===== src/rtl/dep_tracker_if.sv =====
// Purpose: handshake and status bundle between a dispatch front end and dep_tracker.
// Latency: wires only; timing is set by dep_tracker (alloc_ready combinational, status registered).
// Backpressure: alloc_valid is honoured only while alloc_ready is high; retire is never stalled.
interface dep_tracker_if #(
    parameter int REGNUM = 32,
    parameter int BS     = 16,
    parameter int NSRC   = 2
);
    localparam int IW = $clog2(BS);
    localparam int RW = $clog2(REGNUM);

    logic                 alloc_valid;
    logic                 alloc_ready;
    logic [IW-1:0]        alloc_idx;
    logic [NSRC*RW-1:0]   rs;
    logic [NSRC-1:0]      rs_use;
    logic [RW-1:0]        rd;
    logic                 rd_we;
    logic                 ret_valid;
    logic [IW-1:0]        ret_idx;
    logic [BS-1:0]        idt;
    logic                 idt_valid;
    logic [BS-1:0]        entry_valid;
    logic [BS-1:0]        issue_rdy;

    // Front end: issues inserts/retires, observes status.
    modport master (
        output alloc_valid, alloc_idx, rs, rs_use, rd, rd_we, ret_valid, ret_idx,
        input  alloc_ready, idt, idt_valid, entry_valid, issue_rdy
    );

    // Tracker side.
    modport slave (
        input  alloc_valid, alloc_idx, rs, rs_use, rd, rd_we, ret_valid, ret_idx,
        output alloc_ready, idt, idt_valid, entry_valid, issue_rdy
    );
endinterface


===== src/rtl/dep_tracker.sv =====
// Purpose: matrix-based register dependency tracker; optional WAR/WAW tracking via DEP_TRACKER_NAMEDEP_EN.
// Latency: idt/idt_valid/entry_valid/issue_rdy update one clock after the causing insert/retire.
// Backpressure: alloc_ready drops while the target column is occupied (unless retired the same cycle).
module dep_tracker #(
    parameter int REGNUM = 32,
    parameter int BS     = 16,
    parameter int NSRC   = 2
) (
    input  logic          clk,
    input  logic          rst,
    dep_tracker_if.slave  bus
);
    localparam int IW = $clog2(BS);
    localparam int RW = $clog2(REGNUM);

    // Producer matrix: rd_m[r][e] = entry e writes register r.
    logic [BS-1:0] rd_m     [REGNUM];
    logic [BS-1:0] rd_nxt   [REGNUM];
`ifdef DEP_TRACKER_NAMEDEP_EN
    // Reader matrix: rs_m[r][e] = entry e reads register r. Only name
    // dependencies consume it, so it exists only in that build.
    logic [BS-1:0] rs_m     [REGNUM];
    logic [BS-1:0] rs_nxt   [REGNUM];
`endif
    // Wait matrix: wait_m[w][p] = waiter w depends on producer p.
    logic [BS-1:0] wait_m   [BS];
    logic [BS-1:0] wait_nxt [BS];

    logic [BS-1:0] valid_q;
    logic [BS-1:0] valid_nxt;
    logic [BS-1:0] valid_ret;
    logic [BS-1:0] dep;
    logic [BS-1:0] issue_nxt;
    logic [BS-1:0] idt_q;
    logic          idt_valid_q;
    logic [BS-1:0] issue_rdy_q;
    logic          ins;

    // A column may be reused in the cycle it is being freed.
    assign bus.alloc_ready = ~valid_q[bus.alloc_idx] |
                             (bus.ret_valid && (bus.ret_idx == bus.alloc_idx));
    assign ins             = bus.alloc_valid & bus.alloc_ready;

    assign bus.idt         = idt_q;
    assign bus.idt_valid   = idt_valid_q;
    assign bus.entry_valid = valid_q;
    assign bus.issue_rdy   = issue_rdy_q;

    // Occupancy as seen after this cycle's retire; dependencies are formed against it.
    always_comb begin
        valid_ret = valid_q;
        if (bus.ret_valid)
            valid_ret[bus.ret_idx] = 1'b0;
    end

    // Dependency vector of the incoming instruction (register 0 never matches).
    always_comb begin
        dep = '0;
        for (int k = 0; k < NSRC; k++) begin
            if (bus.rs_use[k] && (bus.rs[k*RW +: RW] != '0))
                dep = dep | rd_m[bus.rs[k*RW +: RW]];
        end
`ifdef DEP_TRACKER_NAMEDEP_EN
        if (bus.rd_we && (bus.rd != '0))
            dep = dep | rs_m[bus.rd] | rd_m[bus.rd];
`endif
        dep = dep & valid_ret;
        dep[bus.alloc_idx] = 1'b0;
    end

    // Next-state of all matrices: retire first, then insert over it.
    always_comb begin
        rd_nxt    = rd_m;
`ifdef DEP_TRACKER_NAMEDEP_EN
        rs_nxt    = rs_m;
`endif
        wait_nxt  = wait_m;
        valid_nxt = valid_q;
        if (bus.ret_valid) begin
            valid_nxt[bus.ret_idx] = 1'b0;
            for (int r = 0; r < REGNUM; r++) begin
                rd_nxt[r][bus.ret_idx] = 1'b0;
`ifdef DEP_TRACKER_NAMEDEP_EN
                rs_nxt[r][bus.ret_idx] = 1'b0;
`endif
            end
            for (int w = 0; w < BS; w++)
                wait_nxt[w][bus.ret_idx] = 1'b0;
            wait_nxt[bus.ret_idx] = '0;
        end
        if (ins) begin
            for (int r = 0; r < REGNUM; r++) begin
                rd_nxt[r][bus.alloc_idx] = 1'b0;
`ifdef DEP_TRACKER_NAMEDEP_EN
                rs_nxt[r][bus.alloc_idx] = 1'b0;
`endif
            end
`ifdef DEP_TRACKER_NAMEDEP_EN
            for (int k = 0; k < NSRC; k++) begin
                if (bus.rs_use[k] && (bus.rs[k*RW +: RW] != '0))
                    rs_nxt[bus.rs[k*RW +: RW]][bus.alloc_idx] = 1'b1;
            end
`endif
            if (bus.rd_we && (bus.rd != '0))
                rd_nxt[bus.rd][bus.alloc_idx] = 1'b1;
            valid_nxt[bus.alloc_idx] = 1'b1;
            wait_nxt[bus.alloc_idx]  = dep;
        end
    end

    // Ready to issue: occupied and every producer it waited on has retired.
    always_comb begin
        issue_nxt = '0;
        for (int i = 0; i < BS; i++)
            issue_nxt[i] = valid_nxt[i] & ~(|wait_nxt[i]);
    end

    // State registers; reset wins over any same-cycle insert or retire.
    always_ff @(posedge clk) begin
        if (rst) begin
            for (int r = 0; r < REGNUM; r++) begin
                rd_m[r] <= '0;
`ifdef DEP_TRACKER_NAMEDEP_EN
                rs_m[r] <= '0;
`endif
            end
            for (int w = 0; w < BS; w++)
                wait_m[w] <= '0;
            valid_q     <= '0;
            idt_q       <= '0;
            idt_valid_q <= 1'b0;
            issue_rdy_q <= '0;
        end else begin
            for (int r = 0; r < REGNUM; r++) begin
                rd_m[r] <= rd_nxt[r];
`ifdef DEP_TRACKER_NAMEDEP_EN
                rs_m[r] <= rs_nxt[r];
`endif
            end
            for (int w = 0; w < BS; w++)
                wait_m[w] <= wait_nxt[w];
            valid_q     <= valid_nxt;
            idt_valid_q <= ins;
            if (ins)
                idt_q <= dep;
            issue_rdy_q <= issue_nxt;
        end
    end
endmodule


===== src/flat_wrapper.sv =====
// flat-port wrapper written by rule: the top's interface ports become plain ports
module dep_tracker_flat 
#(
    parameter int REGNUM = 32,
    parameter int BS     = 16,
    parameter int NSRC   = 2
)
  (clk, rst, bus_alloc_valid, bus_alloc_idx, bus_rs, bus_rs_use, bus_rd, bus_rd_we, bus_ret_valid, bus_ret_idx, bus_alloc_ready, bus_idt, bus_idt_valid, bus_entry_valid, bus_issue_rdy);
  dep_tracker_if #(.REGNUM(REGNUM), .BS(BS), .NSRC(NSRC)) bus_i ();
  input  logic clk;
  input  logic rst;
  input wire logic [$bits(bus_i.alloc_valid)-1:0] bus_alloc_valid;
  input wire logic [$bits(bus_i.alloc_idx)-1:0] bus_alloc_idx;
  input wire logic [$bits(bus_i.rs)-1:0] bus_rs;
  input wire logic [$bits(bus_i.rs_use)-1:0] bus_rs_use;
  input wire logic [$bits(bus_i.rd)-1:0] bus_rd;
  input wire logic [$bits(bus_i.rd_we)-1:0] bus_rd_we;
  input wire logic [$bits(bus_i.ret_valid)-1:0] bus_ret_valid;
  input wire logic [$bits(bus_i.ret_idx)-1:0] bus_ret_idx;
  output wire logic [$bits(bus_i.alloc_ready)-1:0] bus_alloc_ready;
  output wire logic [$bits(bus_i.idt)-1:0] bus_idt;
  output wire logic [$bits(bus_i.idt_valid)-1:0] bus_idt_valid;
  output wire logic [$bits(bus_i.entry_valid)-1:0] bus_entry_valid;
  output wire logic [$bits(bus_i.issue_rdy)-1:0] bus_issue_rdy;
  assign bus_i.alloc_valid = bus_alloc_valid;
  assign bus_i.alloc_idx = bus_alloc_idx;
  assign bus_i.rs = bus_rs;
  assign bus_i.rs_use = bus_rs_use;
  assign bus_i.rd = bus_rd;
  assign bus_i.rd_we = bus_rd_we;
  assign bus_i.ret_valid = bus_ret_valid;
  assign bus_i.ret_idx = bus_ret_idx;
  assign bus_alloc_ready = bus_i.alloc_ready;
  assign bus_idt = bus_i.idt;
  assign bus_idt_valid = bus_i.idt_valid;
  assign bus_entry_valid = bus_i.entry_valid;
  assign bus_issue_rdy = bus_i.issue_rdy;
  dep_tracker #(.REGNUM(REGNUM), .BS(BS), .NSRC(NSRC)) u_core (.clk(clk), .rst(rst), .bus(bus_i));
endmodule

===== config.mk =====
export PLATFORM = sky130hd
export DESIGN_NAME = dep_tracker_flat
export DESIGN_NICKNAME = d
export VERILOG_FILES = /design/src/rtl/dep_tracker_if.sv /design/src/rtl/dep_tracker.sv /design/src/flat_wrapper.sv
export SDC_FILE = /design/constraint.sdc
export NUM_CORES = 2
export LEC_CHECK = 0
export BUFFER_PORTS_ARGS = -buffer_cell sky130_fd_sc_hd__clkbuf_2
export CORE_MARGIN = 3
export CORE_UTILIZATION = 40
export CTS_BUF_LIST = sky130_fd_sc_hd__clkbuf_16
export CTS_CLUSTER_SIZE = 30
export DETAILED_ROUTE_END_ITERATION = 10
export PLACE_DENSITY = 0.65
export SYNTH_ARGS = -nofsm -noshare
export SYNTH_HDL_FRONTEND = slang
export SYNTH_SLANG_ARGS = --single-unit

===== constraint.sdc =====
create_clock -name clk -period 4.4 [get_ports clk]
set_input_delay 0.66 -clock clk [delete_from_list [all_inputs] [get_ports clk]]
set_output_delay 0.66 -clock clk [all_outputs]
set_load 0.02 [all_outputs]

# [After elaboration in Yosys (flattened, before gate mapping)]
# Cells that the tools add are included.
[totals] register_bits=817 word_cells=251 in_bits=30
[classes] mux=28 bitwise_logic=130 eq_ne=1 order_cmp=12 n_reduce_logical=28
[ops] op="$mux 512" count=3
[ops] op="$and 16x16->16" count=83
[ops] op="$mux 256" count=2
[ops] op="$or 512x512->512" count=1
[ops] op="$and 256x256->256" count=1
[ops] op="$bwmux 256" count=1
[ops] op="$not 256->256" count=1
[ops] op="$reduce_or 16->1" count=16
[ops] op="$mux 16" count=11
[ops] op="$bmux 16 s5" count=2
[ops] op="$demux 16 s4" count=2
[ops] op="$demux 16 s5" count=1
[ops] op="$not 16->16" count=2
[ops] op="$or 16x16->16" count=2
[ops] op="$ge 6x6->1 const B" count=3
[ops] op="$not 5->6" count=3
[ops] op="$and 1x1->1" count=17
[ops] op="$not 1->1" count=17
[ops] op="$reduce_bool 5->1" count=3
[ops] op="$ge 5x5->1 const B" count=2
[ops] op="$lt 4x5->1 const B" count=2
[ops] op="$lt 5x1->1 const B" count=2
[ops] op="$not 4->5" count=2
[ops] op="$logic_and 1x1->1" count=9
[ops] op="7 further kinds" count=11

# [Longest topological paths before layout]
[depth] ltp_word=14 mapped_depth=16

# [Least setup slack after synthesis]
# OpenSTA, ideal clock, no wires.
[synth_timing] path_kind="input-to-reg" from="in bus_rs[0]" to="reg u_core.issue_rdy_q[2], in the netlist u_core.bus.issue_rdy[2]" arrival_time_ps=3207 required_ps=4312 setup_ps=88 slack_ps=1105 stages=13 cell_sequence="buf_4 > buf_6 > buf_2 > buf_2 > mux2i_1 > o221ai_1 > a211o_1 > a22oi_1 > buf_4 > mux2i_1 > a2111oi_2 > nand4_1 > nor4_2"
[synth_between] elab_chain_cells=14
[synth_rtl] element="start, declared" line="flat_wrapper.sv:14" text="input wire logic [$bits(bus_i.rs)-1:0] bus_rs;"
[synth_rtl] element="$not 5->6 (not written as such)" line="dep_tracker.sv:61" text="dep = dep | rd_m[bus.rs[k*RW +: RW]];"
[synth_rtl] element="$bmux 16 s5" line="dep_tracker.sv:61"
[synth_rtl] element="$mux 16 (not written as such) (2 in a row)" line="dep_tracker.sv:61"
[synth_rtl] element="$mux 16 *" line="dep_tracker.sv:60" text="if (bus.rs_use[k] && (bus.rs[k*RW +: RW] != '0))"
[synth_rtl] element="$or 16x16->16" line="dep_tracker.sv:61"
[synth_rtl] element="$mux 16 *" line="dep_tracker.sv:60"
[synth_rtl] element="$and 16x16->16 *" line="dep_tracker.sv:67" text="dep = dep & valid_ret;"
[synth_rtl] element="$and 16x16->16 (no source line) *"
[synth_rtl] element="$bwmux 256 *" line="dep_tracker.sv:107" text="wait_nxt[bus.alloc_idx] = dep;"
[synth_rtl] element="$mux 256 *" line="dep_tracker.sv:91" text="if (ins) begin"
[synth_rtl] element="$reduce_or 16->1 *" line="dep_tracker.sv:115" text="issue_nxt[i] = valid_nxt[i] & ~(|wait_nxt[i]);"
[synth_rtl] element="$not 1->1 *" line="dep_tracker.sv:115"
[synth_rtl] element="$and 1x1->1 *" line="dep_tracker.sv:115"
[synth_rtl] element="end signal, assigned" line="dep_tracker.sv:146" text="issue_rdy_q <= issue_nxt;"
[synth_rtl] element="end, declared" line="dep_tracker.sv:36" text="logic [BS-1:0] issue_rdy_q;"
# Mark *: on every way between the ends. The rest lies on a longest branch, timed or not. The select of a mux whose other input is x is not followed.
# A chain may end at the register's enable or synchronous reset.

# [Worst setup path in the final report]
[layout_timing] from="in bus_rs[5]" to="reg u_core.issue_rdy_q[1], in the netlist u_core.bus.issue_rdy[1]"
[layout_between] elab_chain_cells=13
[layout_rtl] element="$not 5->6 (not written as such)" line="dep_tracker.sv:61"
[layout_rtl] element="$bmux 16 s5" line="dep_tracker.sv:61"
[layout_rtl] element="$mux 16 (not written as such) (2 in a row)" line="dep_tracker.sv:61"
[layout_rtl] element="$or 16x16->16" line="dep_tracker.sv:61"
[layout_rtl] element="$mux 16 *" line="dep_tracker.sv:60"
[layout_rtl] element="$and 16x16->16 *" line="dep_tracker.sv:67"
[layout_rtl] element="$and 16x16->16 (no source line) *"
[layout_rtl] element="$bwmux 256 *" line="dep_tracker.sv:107"
[layout_rtl] element="$mux 256 *" line="dep_tracker.sv:91"
[layout_rtl] element="$reduce_or 16->1 *" line="dep_tracker.sv:115"
[layout_rtl] element="$not 1->1 *" line="dep_tracker.sv:115"
[layout_rtl] element="$and 1x1->1 *" line="dep_tracker.sv:115"
# Marks and branches as above.

==> flow_summary.rst <==
.. list-table::
   :header-rows: 1

   * - Metric
     - Value
   * - Synth cell types
     - 92
   * - Met3 capacity usage during global routing
     - 6.77%
   * - DRC violations left
     - 0
   * - Data arrival at the endpoint of the critical path
     - 4280 ps
   * - Total wire length
     - 168 mm
   * - Final setup violation count
     - 0
   * - Half-perimeter wire length of the detailed placement result
     - 109 mm
   * - Detailed Route Iter0 Violations
     - 6,128
   * - Post-layout min period
     - 3710 ps
   * - Switching share of power
     - 25.3%
   * - Sort of element at the end of the critical path
     - flip-flop
   * - Number of hold buffers added after cts
     - 0
   * - Core outline area
     - 0.102 mm²
   * - Clock Power Share
     - 46.5%
   * - Io pins
     - 80
   * - Largest net degree at the start of global routing
     - 205
   * - Max H-tree Level
     - 3
   * - Clock latency of the later-clocked register in the worst-skew pair
     - 680 ps
   * - CTS Sinks
     - 817
   * - Synthesized area
     - 0.0413 mm²
   * - Routed via count divided by cell count
     - 6.56
   * - First-pass GRT wire length
     - 245 mm
   * - Register share of total power
     - 46.2%
   * - Met1 global-route usage
     - 39.1%
   * - Power density over the cells
     - 346 mW/mm²
   * - Slew @ Worst Pin
     - 1110 ps
   * - Critical path data required time
     - 4970 ps
   * - # fillers
     - 9,822
   * - Category of the most critical setup path
     - in2reg
   * - Start point of the worst min-delay path
     - rst
   * - Number of resized instances in the post-cts repair step
     - 0
   * - Post-detailed-route count of antenna-violating nets
     - 0
   * - Biggest cell delay along the critical path
     - 550 ps
   * - Wire length per cell
     - 27.2 µm
   * - Series of cell instances along the critical path
     - buf_8 > buf_12 > mux4_2 > mux2_2 > a221o_1 > a32oi_2 > nand2_1 > nor3_1 > buf_4 > nand4_1 > a2111oi_2
   * - Maximum Capacitance Violations
     - 0
   * - Seq cells post-synth
     - 817
   * - Growth of design area from synthesis to finish
     - 12.7%
   * - Syn. warnings
     - 0
   * - Final count of hold timing violations
     - 0
   * - Worst-path maximum fanout
     - 36
   * - Overall die area
     - 0.107 mm²
   * - Multi-input gate area in the final layout
     - 0.0227 mm²
   * - Net Switching
     - 4070 µW
   * - Worst max-slew margin expressed relative to the limit
     - 26.2%
   * - Overall fraction of global-route tracks in use
     - 29.9%
   * - Total number of vias
     - 40,451
   * - Post-CTS Setup Repair Bufs
     - 0
   * - Mean instance size in the synthesized netlist
     - 8.52 µm²
   * - Routability congestion estimate
     - 1.01
   * - # rows
     - 117
   * - Worst Clk Skew
     - 34.3 ps
   * - Register cell area after layout
     - 0.0164 mm²
   * - Syn_nets
     - 4,875
   * - Clock tree from TritonCTS
     - done
   * - Crit path launch type
     - input pin
   * - Critical R2R Launch
     - u_core.rd_m[34]$_SDFF_PP0_
   * - Post-synthesis instance total
     - 4,845
   * - Worst Setup SP
     - bus_rs[5]
   * - Number of buffers inserted during clock tree synthesis
     - 86
   * - Result of the run
     - finished clean
   * - Synth Flop Type
     - dfxtp_1
   * - Combinational cell fraction of total power
     - 7.3%
   * - Most congested layer reported by global routing
     - met2
   * - Number of global-route vias before repair
     - 36,709
   * - Min-Delay Path Class
     - in2reg
   * - Number of flops mapped to enable cells by yosys
     - 0
   * - Width of the die
     - 327 µm
   * - Fraction of registers with async set or reset after synthesis
     - 0%
   * - GR Overflow Total
     - 0
   * - Share of synthesized area occupied by flip-flops and latches
     - 39.6%
   * - Internal Power
     - 12,000 µW
   * - Detailed-routing iteration count for the pre-antenna-repair pass
     - 8
   * - Clock input transition at the sequential cells of the worst setup and hold paths
     - 70 ps
   * - Share of post-route cells with drive strength above 1
     - 16.3%
   * - Post-Route Setup TNS
     - 0 ps
   * - Worst VDD drop
     - 0.284 mV
   * - Height of the die
     - 327 µm
   * - # port buffers
     - 79
   * - Standard cell area after detailed placement
     - 0.0437 mm²
   * - Reported leakage power
     - 0.0163 µW
   * - Final nets
     - 4,762
   * - FMAX
     - 270 MHz
   * - Max stage delay cell, worst path
     - a32oi_2
   * - Unrepaired setup endpoints after global routing
     - false
   * - Layout Cell Area excl Fill
     - 0.0465 mm²
   * - Period Utilization, post-route
     - 84.3%
   * - Starting Density
     - 40.4%
   * - Clock root cell
     - clkbuf_16
   * - Met2 usage in global routing
     - 45.0%
   * - CTS Buffer Depth
     - 3
   * - Number of pins with negative max-slew slack in the final report
     - 0
   * - Antenna violations before repair
     - 4
-- state kept, by name (all words and copies together) (netlist names) --
| signal | cells |
|---|---|
| u_core.rd_m | 512 |
| u_core.wait_m | 256 |
| u_core.bus.entry_valid | 16 |
| u_core.bus.idt | 16 |
| u_core.bus.issue_rdy | 16 |
| u_core.bus.idt_valid | 1 |
-- power by group through the flow --
stage	clock network, µW	registers, µW	logic [µW]
3_3_place_gp	0	7600	1130
3_5_place_dp	0	7600	1130
5_1_grt	7810	7430	1200
2_1_floorplan	0	7610	668
4_1_cts	7510	7430	1130
6_report	7480	7430	1170
-- per-stage QoR --
step,hold slack (ps),worst slack [ps],utilization [%],total power [µW],std cells
3_5_place_dp,452,98.6,42.8,8730,6012
3_3_place_gp,443,104,42.8,8730,6012
2_1_floorplan,431,1110,-,8280,4845
5_1_grt,468,564,45.6,16400,6167
6_report,428,690,45.6,16100,6170
4_1_cts,442,783,45.6,16100,6167
-- placed cells by master (no fill, tap or decap), types with 85 or more instances in the layout --
cell type / n
nor2_1: 1314
dfxtp_1: 817
a31oi_1: 512
buf_4: 223
nand2_1: 199
mux4_2: 183
a21oi_1: 147
mux2i_1: 137
a41oi_1: 89
clkbuf_16: 88
nand3_1: 85
-- worst paths after layout --
| path | endpoint | cells past startpoint | slack [ps] |
|---|---|---|---|
| max | u_core.bus.issue_rdy[1]$_SDFF_PP0_ | 11 | 690 |
| min | u_core.wait_m[170]$_SDFF_PP0_ | 2 | 430 |
| max reg2reg | u_core.bus.issue_rdy[1]$_SDFF_PP0_ | 9 | 910 |
| min reg2reg | u_core.wait_m[164]$_SDFF_PP0_ | 2 | 460 |
-- synth_stat cells, drive strengths merged, types with 33 or more instances --
cell type,count,area (µm²)
mux2i,137,1370
nand4,81,507
buf,146,868
nand3,87,435
a41oi,90,796
and2,40,250
a21oi,148,744
nand2,216,811
mux4,183,4120
and4,35,307
dfxtp,817,16400
nor2,1314,4930
mux2,58,657
a31oi,512,3200
a22oi,45,348
o221ai,37,324
nor3,33,175
clkbuf,393,1480
o21ai,82,429
-- cells by family (layout without fill, tap and decap cells) --
family / Yosys count / after routing / synth area share (%)
XOR/XNOR: 4 / 4 / 0.0849
buffers and inverters: 553 / 507 / 5.81
AND/OR/NAND/NOR: 1930 / 1930 / 20.1
flip-flops: 817 / 817 / 39.6
multiplexers: 378 / 378 / 14.9
AO/OA/AOI/OAI: 1163 / 1163 / 19.5
other: 0 / 3 / 0
-- worst max-delay path: cells and delay by family --
kind / cells / cell delay, ps
AND/OR/NAND/NOR: 3 / 720
buffers and inverters: 3 / 800
AO/OA/AOI/OAI: 3 / 1220
multiplexers: 2 / 830
-- layout make-up --
class                      instances  area share [%]
clock inverter                    67            1.33
clock buffer                      88            4.74
multi-input combinational       3475            48.8
sequential                       817            35.2
tap                             1368            3.68
antenna                            3          0.0161
inverter                          14           0.113
timing repair buffer             338            6.16
-- routing by layer --
metal,wire length [µm],part of all wire (%)
met2,72100,43
met5,13,0.0078
met1,63900,38
met4,12200,7.3
met3,19300,12
No activity file was read; power rests on OpenSTA's default activity.
